--- config.mk ---
export PLATFORM = sky130hd
export DESIGN_NAME = fb_scanout_arbiter
export DESIGN_NICKNAME = d
export VERILOG_FILES = /design/src/rtl/fb_scanout_arbiter.sv
export SDC_FILE = /design/constraint.sdc
export NUM_CORES = 1
export LEC_CHECK = 0
export CAP_MARGIN = 25
export CORE_ASPECT_RATIO = 1.25
export CORE_MARGIN = 2
export CORE_UTILIZATION = 38
export DETAILED_ROUTE_END_ITERATION = 8
export MAX_ROUTING_LAYER = met4
export PLACE_DENSITY = 0.78
export SYNTH_ARGS = -nofsm -noshare
export SYNTH_HDL_FRONTEND = slang
export SYNTH_SLANG_ARGS = --single-unit
--- constraint.sdc ---
create_clock -name clk_pix -period 2.75 [get_ports clk_pix]
set_input_delay 0.275 -clock clk_pix [delete_from_list [all_inputs] [get_ports clk_pix]]
set_output_delay 0.275 -clock clk_pix [all_outputs]
set_load 0.1 [all_outputs]
--- src/rtl/fb_scanout_arbiter.sv ---
// fb_scanout_arbiter: framebuffer scanout line fetcher with draw-engine arbitration onto one memory port.
// Ports:
//   clk_pix, rst                       pixel clock, synchronous active-high reset
//   frame, line, sy                    start-of-frame / start-of-line pulses, signed line being displayed
//   drw_valid/ready/we/addr/wdata      draw-engine request, granted only while not fetching
//   drw_rdata, drw_rvalid              draw read data, one cycle after grant
//   mem_en/we/addr/wdata, mem_rdata    shared memory port, read data one cycle after mem_en
//   lb_we, lb_addr, lb_data            line-buffer write, lb_addr MSB selects the bank (row parity)
//   line_done, busy, underrun          last-pixel pulse, fetch in progress, sticky restart flag
module fb_scanout_arbiter #(
  parameter int CORDW = 16,
  parameter int H_RES = 640,
  parameter int V_RES = 480,
  parameter int ADDRW = 19,
  parameter int DATAW = 8
) (
  input  logic                      clk_pix,
  input  logic                      rst,
  input  logic                      frame,
  input  logic                      line,
  input  logic signed [CORDW-1:0]   sy,
  input  logic                      drw_valid,
  output logic                      drw_ready,
  input  logic                      drw_we,
  input  logic [ADDRW-1:0]          drw_addr,
  input  logic [DATAW-1:0]          drw_wdata,
  output logic [DATAW-1:0]          drw_rdata,
  output logic                      drw_rvalid,
  output logic                      mem_en,
  output logic                      mem_we,
  output logic [ADDRW-1:0]          mem_addr,
  output logic [DATAW-1:0]          mem_wdata,
  input  logic [DATAW-1:0]          mem_rdata,
  output logic                      lb_we,
  output logic [$clog2(H_RES):0]    lb_addr,
  output logic [DATAW-1:0]          lb_data,
  output logic                      line_done,
  output logic                      busy,
  output logic                      underrun
);
  localparam int IW = $clog2(H_RES);
  localparam logic [IW-1:0] LAST = IW'(H_RES - 1);
  localparam logic [ADDRW-1:0] HA = ADDRW'(H_RES);
  localparam logic signed [CORDW-1:0] SY_MAX = CORDW'(V_RES - 2);
  typedef enum logic {IDLE, FETCH} state_t;
  state_t state, state_n;
  logic [IW-1:0] idx, idx_n;
  logic [ADDRW-1:0] base, base_n, line_base;
  logic bank, bank_n;
  logic ret_v, ret_f, ret_last, under_q;
  logic [IW:0] ret_addr;
  logic fetch, line_ok, load;
  assign fetch = state == FETCH;
  // the last displayed line has no successor to prefetch, and off-screen lines are ignored
  assign line_ok = line && !sy[CORDW-1] && sy <= SY_MAX;
  assign load = frame || line_ok;
  assign line_base = (ADDRW'(sy) + ADDRW'(1)) * HA;
  // a load while already fetching restarts at pixel 0 of the new row (underrun)
  always_comb begin
    state_n = state;
    idx_n = idx;
    base_n = base;
    bank_n = bank;
    if (load) begin
      state_n = FETCH;
      idx_n = '0;
      base_n = frame ? '0 : line_base;
      bank_n = !frame && !sy[0];
    end else if (fetch) begin
      idx_n = idx + 1'b1;
      state_n = idx == LAST ? IDLE : FETCH;
    end
  end
  always_ff @(posedge clk_pix) begin
    if (rst) begin
      state <= IDLE;
      idx <= '0;
      base <= '0;
      bank <= 1'b0;
      ret_v <= 1'b0;
      ret_f <= 1'b0;
      ret_last <= 1'b0;
      under_q <= 1'b0;
    end else begin
      state <= state_n;
      idx <= idx_n;
      base <= base_n;
      bank <= bank_n;
      ret_v <= mem_en && !mem_we;
      ret_f <= fetch;
      ret_last <= fetch && idx == LAST && !load;
      under_q <= under_q || (fetch && load);
    end
  end
  always_ff @(posedge clk_pix) ret_addr <= {bank, idx};
  assign drw_ready = rst || !fetch;
  assign busy = !rst && fetch;
  assign mem_en = !rst && (fetch || drw_valid);
  assign mem_we = !rst && !fetch && drw_valid && drw_we;
  assign mem_addr = fetch ? base + ADDRW'(idx) : drw_addr;
  assign mem_wdata = drw_wdata;
  assign lb_we = !rst && ret_v && ret_f;
  assign lb_addr = ret_addr;
  assign lb_data = mem_rdata;
  assign line_done = lb_we && ret_last;
  assign drw_rvalid = !rst && ret_v && !ret_f;
  assign drw_rdata = mem_rdata;
  assign underrun = !rst && under_q;
endmodule

### Word level (Yosys, flattened, before mapping)

Cells that the tools add are included.

| storage, ports and cells | value |
|---|---|
| bits in registers | 46 |
| bits of input ports | 57 |
| output and inout bits | 62 |
| logic and storage cells | 50 |

| cells by class | value |
|---|---|
| add/sub/neg operators | 3 |
| multiply operators | 1 |
| $lt $le $gt $ge | 1 |
| equality and inequality tests | 1 |
| multiplexer cells | 5 |
| reduce and logical (&&, ||, !) cells | 30 |

Operators with widths:

| operator | count |
|---|---|
| $mux 19 | 2 |
| $add 19x10->19 | 1 |
| $mul 19x3->12 const B | 1 |
| $add 16x2->17 const B | 1 |
| $logic_and 1x1->1 | 17 |
| $le 16x10->1 const B | 1 |
| $add 10x1->10 const B | 1 |
| $eq 10x10->1 const B | 1 |
| $logic_not 1->1 | 8 |
| $logic_or 1x1->1 | 4 |
| $mux 1 | 3 |
| $reduce_or 2->1 | 1 |

### Depth between registers and ports, before layout

| logic depth | value |
|---|---|
| word-level depth | 6 |
| gate-level depth with buffers | 11 |
| gate-level depth less buffers | 11 |

### Worst setup path before layout

OpenSTA, ideal clock, no wires.

| timing | value |
|---|---|
| kind | register -> output |
| start point | reg idx[7] |
| end point | out mem_addr[17] |
| arrival | 2.944 ns |
| data required time | 2.475 ns |
| path slack | -0.469 ns |
| stages on the path, launching flop included | 9 |
| path buffers | 0 |
| cells stage by stage | dfxtp_1 > ha_1 > inv_1 > fa_1 > nor2b_1 > o211ai_1 > nor2_1 > xnor2_1 > a21oi_1 |

| on the way | value |
|---|---|
| cells in the longest elaborated chain, start to end | 2 |

Ends and longest elaborated chain:

| element | RTL line | text |
|---|---|---|
| start, declared | 47 | `logic [IW-1:0] idx, idx_n;` |
| start signal, assigned | 86 | `idx <= idx_n;` |
| $add 19x10->19 | 100 | `assign mem_addr = fetch ? base + ADDRW'(idx) : drw_addr;` |
| $mux 19 | 100 |  |
| end, declared | 31 | `output logic [ADDRW-1:0] mem_addr,` |

Every way passes these cells.

### Final worst setup path

| timing | value |
|---|---|
| start point | in sy[1] |
| end point | reg base[18] |

| on the way | value |
|---|---|
| cells in the longest elaborated chain, start to end | 3 |
| elaborated cells on any way between the ends | 6 |
| those cells by class | add/sub: 1; mul: 1; order compare: 1; mux: 1; reduce/logical: 2 |

Ends and longest elaborated chain:

| element | RTL line | text |
|---|---|---|
| start, declared | 21 | `input logic signed [CORDW-1:0] sy,` |
| $add 16x2->17 / $le 16x10->1 (equally long branches) | 57, 55 |  |
| $mul 19x3->12 / $logic_and 1x1->1 (equally long branches) | 57, 55 |  |
| $mux 19 / $logic_or 1x1->1 (equally long branches) | 67, 56 |  |
| end signal, assigned | 87 | `base <= base_n;` |
| end, declared | 48 | `logic [ADDRW-1:0] base, base_n, line_base;` |

Parallel ways exist; a longest one is shown, timed or not.
A chain may end at the register's enable or synchronous reset.

==> impl_metrics.env <==
export IMPL_period_share_pct=97.77
export IMPL_synth_warnings=0
export IMPL_synth_edf_count=0
export IMPL_hold_viol_final=0
export IMPL_slowest_stage="fa_2"
export IMPL_seq_area_frac_synth_pct=29.34
export IMPL_final_cell_mix="55 x buf_4, 37 x dfxtp_1, 35 x nor2_1, 35 x clkdlybuf4s50_1, 25 x xnor2_1"
export IMPL_synth_fp_nets=378
export IMPL_syn_to_final_growth_pct=54.54
export IMPL_crit_top_cell="ha_1"
export IMPL_syn_area_per_cell_um2=8.671
export IMPL_grt_max_degree=19
export IMPL_final_common_cell="buf_4"
export IMPL_worst_pin_slew_ns=0.4392
export IMPL_die_x_um=77.88
export IMPL_finalSetupTns_ns=0
export IMPL_core_area_um2=6565
export IMPL_worstSetupPathType="input pin to flop"
export IMPL_io_buffers=78
export IMPL_wire_per_inst_um=12.98
export IMPL_antenna_found_initial=0
export IMPL_synth_top_area_cell="dfxtp_1"
export IMPL_clkTransAtPathRegs_ns=0.07
export IMPL_postSynthCellCount=299
export IMPL_slew_viol_final=0
export IMPL_met3WireLength_um=390
export IMPL_drcViolationCount=0
export IMPL_route_met2_wl_mm=3.270
export IMPL_clock_latency_ns=0.29
export IMPL_async_reset_ff_share_pct=0
export IMPL_wl_mm=6.205
export IMPL_rows=33
export IMPL_crit_required_ns=2.93
export IMPL_crit_path_max_fanout=4
export IMPL_synth_distinct_cells=43
export IMPL_setup_viol=0
export IMPL_grt_ovfl_total=0
export IMPL_status="finished clean"
export IMPL_slew_headroom_pct=70.49
export IMPL_synthesis_area_um2=2592
export IMPL_arrival_ns=2.87
export IMPL_ys_top_cells_by_area="dfxtp_1 29%, ha_1 9.7%, xnor2_1 9.1%"
export IMPL_grt_pass1_vias=2263
export IMPL_clockBufferDepth=2
export IMPL_ir_drop_v=0.0002060
export IMPL_diodes=0
export IMPL_max_cap_violations=0
export IMPL_vias=2340
export IMPL_yosys_area_top_type_share_pct=29.34
export IMPL_synthFlopType="dfxtp_1"
export IMPL_min_period_ns=2.689
export IMPL_cts_made_buffers=5
export IMPL_setup_worst_path_start_class="input pin"
export IMPL_gp_congestion=0.8215
export IMPL_cellPowerDensity_nw_per_um2=441.3
export IMPL_htree_levels=2
export IMPL_end_kind="flop"
export IMPL_skew_ns=0.007147
export IMPL_io_pins=119
export IMPL_final_core_util_pct=61.03
export IMPL_start_util_pct=39.49
export IMPL_cp_num_buf_inv=3
export IMPL_total_power_mw=1.768
export IMPL_wl_met1_mm=2.426
export IMPL_top_layer="met4"
export IMPL_power_leakage_nw=1.671
export IMPL_cpLargestDelayFamily="adder cells"
export IMPL_hp_class="flop to flop"
export IMPL_drive_above_1_share_pct=32.48
export IMPL_die_area_um2=7503
export IMPL_first_pass_iters=4
export IMPL_drtAntennaViolNets=0
export IMPL_cts_tree="yes"
export IMPL_worstPathCellList="clkbuf_2 -> buf_4 -> ha_1 -> inv_1 -> ha_1 -> ha_2 -> fa_2 -> a21oi_4 -> o22ai_2 -> o31a_1 -> a211o_1 -> a32o_1"
export IMPL_grtUsageTotal_pct=16.81
export IMPL_grt_pass1_wl_mm=9.770
export IMPL_clock_sinks=38
export IMPL_cts_root_buf="clkbuf_8"
export IMPL_synth_seq_cells=38
export IMPL_slowest_delay_ns=0.42
export IMPL_nNetsFinal=470
export IMPL_viasPerCell=4.895
export IMPL_drt_iter0_markers=47
export IMPL_place_hpwl_mm=4.801
export IMPL_die_height_um=96.35
export IMPL_timing_fmax_mhz=371.9
-- where the power goes --
| part | switching, mW | total (mW) | internal (mW) |
|---|---|---|---|
| Clock | 0.184 | 0.474 | 0.290 |
| Combinational | 0.402 | 0.731 | 0.329 |
| Sequential | 0.00655 | 0.563 | 0.556 |
-- kinds of logic after synthesis --
| group | after synthesis | synth area share [%] |
|---|---|---|
| simple gates | 97 | 19.11 |
| buf+inv | 47 | 10.42 |
| compound gates | 45 | 11.97 |
| xor+xnor | 38 | 12.84 |
| flops | 38 | 29.34 |
| fa+ha+maj | 22 | 11.20 |
| mux | 12 | 5.116 |
-- state kept, by name, indices dropped and copies added (netlist names) --
name,count
base,12
lb_addr,11
idx,10
fetch,1
ret_f,1
ret_last,1
ret_v,1
under_q,1
-- cell usage after synthesis (3+ instances only) --
cell type / count
dfxtp_1: 38
o21a_1: 3
buf_4: 24
nor4_1: 3
nor2b_1: 6
nor2_1: 36
a22o_1: 11
inv_1: 14
clkbuf_1: 5
nand2_1: 10
ha_1: 20
xor2_1: 11
or3_1: 3
nor3_1: 6
nand3_1: 15
mux2_2: 10
xnor2_1: 27
buf_2: 3
a21oi_1: 16
and3_1: 4
-- final timing paths --
check | start | end | slack, ns | cells past startpoint
setup / recovery | sy[1] | base[18]$_SDFFE_PP0P_ | 0.06 | 12
setup reg to reg | fetch$_SDFF_PP0_ | idx[9]$_SDFFE_PP0P_ | 1.11 | 5
hold / removal | base[7]$_SDFFE_PP0P_ | lb_addr[10]$_DFF_P_ | 0.40 | 0
hold reg to reg | base[7]$_SDFFE_PP0P_ | lb_addr[10]$_DFF_P_ | 0.40 | 0
-- what timing repair did --
| item | CTS | global route |
|---|---|---|
| buffers inserted | 1 | 1 |
| setup endpoints to repair | 2 | 5 |
| pin swaps | 2 | 6 |
| hold buffers | 0 | 0 |
| gates resized for setup | 10 | 19 |
-- layout make-up --
class / count / area (um2)
repair buffers: 118 / 1259
fillers: 512 / 2559
flip-flops and latches: 38 / 762.0
clock inverters: 1 / 30.03
inverters: 14 / 52.55
well taps: 87 / 108.9
multi-input cells: 214 / 1712
clock buffers: 6 / 82.58
-- layer usage --
metal	vias to the layer above	global-route usage (%)
met5	-	-
met4	0	6.845
met3	14	3.189
met2	79	32.47
met1	1060	16.47
li1	1187	-
-- worst register-to-register path, delay by kind of cell (launching register included) --
family | cells | cell delay (ns)
xor gates and xnor gates | 1 | 0.16
DFF | 1 | 0.58
and+or+nand+nor | 4 | 0.79
-- metrics by stage --
step	hold slack [ns]	instances	instance area (um2)	setup slack, ns
4_1_cts	0.3972	477	3938	0.008750
3_3_place_gp	0.3835	468	3780	-0.5314
5_1_grt	0.4046	478	4006	-0.01040
3_5_place_dp	0.3868	469	3787	-0.6021
6_report	0.3975	478	4006	0.06139
2_1_floorplan	0.3530	299	2638	0.05898
(Power assumes the default switching activity.)
